===== src/rtl/queue_controller.sv =====
// Circular-buffer queue with registered status flags and wrap-bit pointers.
// Optional sticky Overflow/Underflow error flags are enabled by defining QUEUE_ERR_FLAGS_EN.
module queue_controller #(
  parameter int numOfBit = 10,
  parameter int depth    = 8,
  parameter int addrBits = 3
) (
  input  logic                clk,
  input  logic                rst_n,
  input  logic                WriteEn,
  input  logic [numOfBit-1:0] DataIn,
  input  logic                ReadEn,
`ifdef QUEUE_ERR_FLAGS_EN
  input  logic                ClearErr,
  output logic                Overflow,
  output logic                Underflow,
`endif
  output logic [numOfBit-1:0] DataOut,
  output logic                isFull,
  output logic                isEmpty,
  output logic [addrBits:0]   Count
);

  localparam logic [addrBits:0] ptrOne   = {{addrBits{1'b0}}, 1'b1};
  localparam logic [addrBits:0] wrapMask = {1'b1, {addrBits{1'b0}}};

  // Same equal-compare used by the Comparator block.
  function automatic logic ptrEqual(input logic [addrBits:0] a, input logic [addrBits:0] b);
    ptrEqual = (a == b);
  endfunction

  logic [numOfBit-1:0] mem_r [depth];
  logic [addrBits:0]   wrPtr_r;
  logic [addrBits:0]   rdPtr_r;
  logic [numOfBit-1:0] dataOut_r;
  logic                isFull_r;
  logic                isEmpty_r;
  logic [addrBits:0]   count_r;

  logic                wrAcc_s;
  logic                rdAcc_s;
  logic [addrBits:0]   wrPtrNext_s;
  logic [addrBits:0]   rdPtrNext_s;
  logic [addrBits:0]   countNext_s;
  logic                emptyNext_s;
  logic                fullNext_s;

  // Accept decisions and next pointer/flag values from pre-edge state.
  always_comb begin
    wrAcc_s = WriteEn & ~isFull_r;
    rdAcc_s = ReadEn & ~isEmpty_r;
    if (wrAcc_s) begin
      wrPtrNext_s = wrPtr_r + ptrOne;
    end else begin
      wrPtrNext_s = wrPtr_r;
    end
    if (rdAcc_s) begin
      rdPtrNext_s = rdPtr_r + ptrOne;
    end else begin
      rdPtrNext_s = rdPtr_r;
    end
    countNext_s = wrPtrNext_s - rdPtrNext_s;
    emptyNext_s = ptrEqual(wrPtrNext_s, rdPtrNext_s);
    // Full when only the wrap bit differs: flip it and reuse the equal-compare.
    fullNext_s  = ptrEqual(wrPtrNext_s, rdPtrNext_s ^ wrapMask);
  end

  // Storage write port; contents need no reset.
  always_ff @(posedge clk) begin
    if (wrAcc_s) begin
      mem_r[wrPtr_r[addrBits-1:0]] <= DataIn;
    end
  end

  // Pointer, flag, count and read-data registers.
  always_ff @(posedge clk or negedge rst_n) begin
    if (!rst_n) begin
      wrPtr_r   <= '0;
      rdPtr_r   <= '0;
      dataOut_r <= '0;
      isFull_r  <= 1'b0;
      isEmpty_r <= 1'b1;
      count_r   <= '0;
    end else begin
      wrPtr_r   <= wrPtrNext_s;
      rdPtr_r   <= rdPtrNext_s;
      isFull_r  <= fullNext_s;
      isEmpty_r <= emptyNext_s;
      count_r   <= countNext_s;
      if (rdAcc_s) begin
        dataOut_r <= mem_r[rdPtr_r[addrBits-1:0]];
      end
    end
  end

  assign DataOut = dataOut_r;
  assign isFull  = isFull_r;
  assign isEmpty = isEmpty_r;
  assign Count   = count_r;

`ifdef QUEUE_ERR_FLAGS_EN
  logic overflow_r;
  logic underflow_r;

  // Sticky error flags; clearing wins over a same-cycle set.
  always_ff @(posedge clk or negedge rst_n) begin
    if (!rst_n) begin
      overflow_r  <= 1'b0;
      underflow_r <= 1'b0;
    end else if (ClearErr) begin
      overflow_r  <= 1'b0;
      underflow_r <= 1'b0;
    end else begin
      if (WriteEn && isFull_r) begin
        overflow_r <= 1'b1;
      end
      if (ReadEn && isEmpty_r) begin
        underflow_r <= 1'b1;
      end
    end
  end

  assign Overflow  = overflow_r;
  assign Underflow = underflow_r;
`endif

endmodule


===== config.mk =====
export PLATFORM = sky130hd
export DESIGN_NAME = queue_controller
export DESIGN_NICKNAME = d
export VERILOG_FILES = /design/src/rtl/queue_controller.sv
export SDC_FILE = /design/constraint.sdc
export NUM_CORES = 1
export LEC_CHECK = 0
export CORE_MARGIN = 8
export CORE_UTILIZATION = 50
export CTS_CLUSTER_DIAMETER = 150
export DETAILED_ROUTE_END_ITERATION = 8
export HOLD_SLACK_MARGIN = 0.08
export PLACE_DENSITY = 0.7
export SETUP_SLACK_MARGIN = 0.3
export SLEW_MARGIN = 30
export SYNTH_ARGS = -nofsm -noshare
export SYNTH_HDL_FRONTEND = slang
export SYNTH_SLANG_ARGS = --single-unit

===== constraint.sdc =====
create_clock -name clk -period 2.6 [get_ports clk]
set_input_delay 0.52 -clock clk [delete_from_list [all_inputs] [get_ports clk]]
set_output_delay 0.52 -clock clk [all_outputs]
set_load 0.1 [all_outputs]

==> out/metrics.cfg, run 1 <==
[timing]
slew_violations = 0
timing.final.crit_period_ns = 2.00
skew_ns = 0.0114
holdWs_ns = 0.488
hold_violations = 0
final-setup-viol-count = 0
setup_tns_ns = 0
fin_crit_sh = 0.770
worst_slew_pin_slew_ns = 0.335
rsz0062_at_grt = no
max_slew_margin = 0.775
max_freq_mhz = 499

[power_and_ir_drop]
leakage_nw = 1.70
peakVddDrop_mv = 0.487
seq_power_share = 0.384
swShare = 0.405
netSwitchingPower_w = 0.00244
power_frac_clock = 0.159
cellPowerDensity_mw_per_mm2 = 1280
internal_power_w = 0.00359
comb_power_share = 0.456

[setup_path]
crit_arrival_ns = 2.28
cp_top_family = buffers and inverters
r2r-start = isEmpty
cp_max_fo = 4
critPathBufInv = 1
required_ns = 2.88
cp-start-kind = input port
critPathLaunch = WriteEn
setup.worst_path.end_class = register
crit_slowest_cell = clkdlybuf4s50_1
critPathKind = in2reg
crit_chain = clkdlybuf4s50_1 > nor2b_4 > mux2_4 > xor2_1 > ha_1 > a21oi_1 > xnor2_1
critPathMaxStageDelay_ns = 0.50

[global_routing]
grt_overflow = 0
global_route.usage.total = 0.133
grt_pass1_wl_mm = 11.1
first_global_vias = 2067
grt_max_degree = 25
antenna_found_initial = 0

[final_layout]
finalInstanceArea_mm2 = 0.00471
layout_common_cells = 80 x edfxtp_1, 28 x buf_4, 23 x dfrtp_1, 20 x mux4_2, 13 x clkdlybuf4s50_1
drive_above_1_share = 0.274
final_common_cell = edfxtp_1
final_nets = 277
antennaDiodeCount = 0
area_growth_pct = 16.2
nFillCells = 597

[placement]
dp_hpwl_mm = 4.44
portBuffers = 29
dpl_cell_area_mm2 = 0.00452
gp_congestion = 0.722

[clock_network]
postCtsSetupRepairBufs = 0
tritoncts = built
cts_buffers = 9
cts.path.max_buffers = 2
root_buffer = clkbuf_8
worstSkewPairLatency_ns = 0.36
postCtsHoldBufs = 0
cts_sinks = 104
cts-htree-levels = 3
cts-resized-gates = 0
path_clk_slew_ns = 0.09

[job]
maxCapViolations = 0

[logic_synthesis]
ys_types = 28
ys_seq_area_frac = 0.741
synth.cell_area_mm2 = 0.00406
ys_warn_count = 0
syn_inst = 212
synth_nets = 231
synth_seq_cells = 104
avgSynthCellArea_um2 = 19.1

[drt]
first_pass_iters = 4
wl_mm = 7.03
viasPerCell = 5.30
drtIter0Drc = 119
drt_drc_violations_left = 0
wire_per_inst_um = 19.1
antenna_left = 0
vias = 1951

[outcome]
status = complete, no violations

[die]
initial_core_util = 0.504
dieWidth_um = 106
io_pins = 30
core_mm2 = 0.00805
rows = 33
die_area_mm2 = 0.0112
die_h_um = 106

[min_path]
worst_hold_startpoint = DataOut[6]
holdCritPathClass = reg2reg

flip-flops by register name, summed over array words and instances, names as in the netlist:
name     cells
mem_r       80
DataOut     10
Count        4
rdPtr_r      4
wrPtr_r      4
isEmpty      1
isFull       1
stage by stage:
step,worst slack [ns],util,instances,total power (W)
6_report,0.598,0.585,368,0.00604
5_1_grt,0.514,0.585,368,0.00634
4_1_cts,0.604,0.585,368,0.00611
3_5_place_dp,0.221,0.562,352,0.00516
3_3_place_gp,0.341,0.562,352,0.00509
2_1_floorplan,0.310,-,212,0.00446
cells in the mapped netlist, drive strengths merged:
cell type / count / area, um2
mux2: 1 / 15.0
xnor2: 7 / 76.3
a21oi: 2 / 13.8
nor3: 2 / 10.0
nor2b: 1 / 13.8
nand2: 11 / 41.3
nand2b: 4 / 25.0
nor2: 8 / 32.5
edfxtp: 80 / 2400
nand3b: 3 / 22.5
inv: 8 / 30.0
dfstp: 1 / 26.3
buf: 4 / 17.5
mux4: 20 / 450
maj3: 1 / 11.3
xor2: 4 / 35.0
dfrtp: 23 / 576
and4: 1 / 8.76
nand3: 2 / 10.0
o21ai: 10 / 50.1
mux2i: 11 / 114
clkbuf: 3 / 11.3
ha: 5 / 62.6
layout make-up:
class	instances	area, um2	share of cell area
multi-input cells	93	992	0.211
clock inverters	5	60.1	0.0127
repair buffers	42	360	0.0765
flip-flops and latches	104	3010	0.638
well taps	105	131	0.0279
clock buffers	11	131	0.0279
inverters	8	30.0	0.00637
kinds of logic (layout without fill, tap and decap cells):
group,Yosys count,after routing,synth area share
fa+ha+maj,6,6,0.0182
buf+inv,15,66,0.0145
simple gates,32,32,0.0404
xor+xnor,11,11,0.0275
compound gates,12,12,0.0157
flops,104,104,0.741
mux,32,32,0.143
worst min-delay path, cell delays in order (launching register included):
cell and delay, ns:
dfrtp_1 0.35, nand2_1 0.05, o21ai_1 0.06
per-layer routing:
layer  GRT usage  vias up  share of wire
li1            -      899              -
met1       0.163      992           0.43
met2       0.216       51           0.50
met3      0.0302        9          0.059
met4      0.0744        0          0.015
met5           0        -              0
power by group through the flow:
| stage | registers (W) | logic [W] | clock network (W) |
|---|---|---|---|
| 6_report | 0.00232 | 0.00276 | 0.000961 |
| 5_1_grt | 0.00236 | 0.00294 | 0.00104 |
| 4_1_cts | 0.00233 | 0.00280 | 0.000991 |
| 3_5_place_dp | 0.00236 | 0.00279 | 0 |
| 3_3_place_gp | 0.00235 | 0.00275 | 0 |
| 2_1_floorplan | 0.00317 | 0.00129 | 0 |
final timing paths:
path	cells past startpoint	end	slack [ns]
worst min register to register	2	DataOut[6]	0.49
worst max-delay path	7	Count[2]	0.60
worst min-delay path	2	DataOut[6]	0.49
worst max register to register	6	Count[2]	0.62
min in group asynchronous	2	wrPtr_r[2]	0.52
max in group asynchronous	2	isEmpty	1.78
No activity file was read; power rests on OpenSTA's default activity.
==> run 2, diff against run 1 <==
==> constraint.sdc (replaced) <==
create_clock -name clk -period 2.1 [get_ports clk]
set_input_delay 0.42 -clock clk [delete_from_list [all_inputs] [get_ports clk]]
set_output_delay 0.42 -clock clk [all_outputs]
set_load 0.1 [all_outputs]
==> out/metrics.cfg, run 2 (synthesized netlist as in run 1, its figures left out) <==
[outcome]
status = complete, no violations

[setup_path]
cp-start-kind = register
setup.worst_path.end_class = register
crit_arrival_ns = 2.09
r2r-start = isEmpty
cp_max_fo = 3
critPathLaunch = isEmpty
required_ns = 2.39
critPathKind = reg2reg

[clock_network]
cts-htree-levels = 3
cts_buffers = 9
path_clk_slew_ns = 0.10
cts_sinks = 104
cts.path.max_buffers = 2
worstSkewPairLatency_ns = 0.36
postCtsHoldBufs = 0
tritoncts = built
root_buffer = clkbuf_8

[final_layout]
final_cells = 383
antennaDiodeCount = 0
drive_above_1_share = 0.363
nFillCells = 584
regArea_mm2 = 0.00301
multi_input_area_mm2 = 0.00107
final_nets = 292
final_common_cell = edfxtp_1
largest_reg_flops = 80
layout_common_cells = 80 x edfxtp_1, 42 x buf_4, 21 x dfrtp_1, 20 x mux4_2, 13 x clkdlybuf4s50_1
area_growth_pct = 21.3

[drt]
viasPerCell = 5.26
wl_mm = 7.03
wire_per_inst_um = 18.4
drtIter0Drc = 92
first_pass_iters = 4
vias = 2014
drt_drc_violations_left = 0
antenna_left = 0

[timing]
setup_tns_ns = 0
fin_crit_sh = 0.854
max_slew_margin = 0.759
worst_slew_pin_slew_ns = 0.361
skew_ns = 0.0110
timing.final.crit_period_ns = 1.79
max_freq_mhz = 557
rsz0062_at_grt = yes
final-setup-viol-count = 0
hold_violations = 0
slew_violations = 0

[global_routing]
grt_max_degree = 25
grt_overflow = 0
first_global_vias = 2092
global_route.usage.total = 0.134
grt_pass1_wl_mm = 11.3
antenna_found_initial = 0

[placement]
gp_congestion = 0.768
dp_hpwl_mm = 4.74
dp_cells = 364
portBuffers = 29

[min_path]
holdCritPathClass = in2async

[die]
dieWidth_um = 106
die_area_mm2 = 0.0112
die_h_um = 106
initial_core_util = 0.504
io_pins = 30
core_mm2 = 0.00805
rows = 33

[power_and_ir_drop]
leakage_nw = 1.80
peakVddDrop_mv = 0.567
cellPowerDensity_mw_per_mm2 = 1580

[job]
maxCapViolations = 0

run 2: changes by cell type in the layout (fill, tap and decap cells not counted), moves of 2 or more:
cell / delta
buf_4: +14
clkinvlp_4: -3
dfrtp_1: -2
inv_6: +2
nor2_1: -2
nor3_1: -2
nor3_2: +2
xnor2_1: -2
run 2: critical path, cell delays in order, from the launching register on:
cell	delay [ns]
dfstp_4	0.63
nand2b_4	0.18
xnor2_4	0.13
ha_2	0.19
inv_2	0.04
maj3_2	0.29
a21oi_2	0.14
xnor2_1	0.12
run 2: final cells by class:
type                    instances  share of cell area
clock buffers                  10              0.0260
repair buffers                 57              0.0987
well taps                     105              0.0267
multi-input cells              93               0.217
clock inverters                 6              0.0125
flip-flops and latches        104               0.613
inverters                       8             0.00611
run 2: per-layer routing:
metal	up-vias	track usage	routed length [um]
met5	-	0	0
met4	0	0.0452	36
met3	2	0.0430	263
met2	27	0.214	3570
met1	1049	0.169	3170
li1	936	-	-
run 2: final timing paths:
path                         endpoint  slack [ns]  cells after the start
min reg2reg                DataOut[5]        0.49                      2
min in group clk           DataOut[5]        0.49                      2
max reg2reg                  Count[3]        0.31                      7
min                        wrPtr_r[2]        0.40                      2
max in group asynchronous     isEmpty        1.41                      2
max                          Count[3]        0.31                      7
run 2: timing repair:
action / 4_1_cts / 5_1_grt
pin swaps: 0 / 6
setup endpoints to repair: 2 / 6
gates resized for setup: 1 / 6
buffers inserted: 1 / 2
run 2: power by group:
group	internal, W	switching, W
Combinational	0.00143	0.00232
Clock	0.000461	0.000706
Sequential	0.00269	0.000185
Total	0.00459	0.00321
run 2: through the flow:
step	power [W]	setup WS, ns	hold slack [ns]	instance area (um2)	utilization
6_report	0.00779	0.306	0.400	4920	0.611
2_1_floorplan	0.00557	0.0164	0.124	4110	-
4_1_cts	0.00775	0.312	0.399	4860	0.604
3_5_place_dp	0.00657	-0.0483	0.478	4670	0.579
3_3_place_gp	0.00651	-0.0178	0.469	4670	0.579
5_1_grt	0.00824	0.207	0.402	4920	0.611
==> run 3, diff against run 2 <==
--- a/config.mk
+++ b/config.mk
@@ -5,6 +5,7 @@
 export SDC_FILE = /design/constraint.sdc
 export NUM_CORES = 1
 export LEC_CHECK = 0
+export CAP_MARGIN = 5
 export CORE_MARGIN = 8
 export CORE_UTILIZATION = 50
 export CTS_CLUSTER_DIAMETER = 150
==> results of run 3 <==
Same layout as run 2: the final DEF is identical, and so are final timing and power.
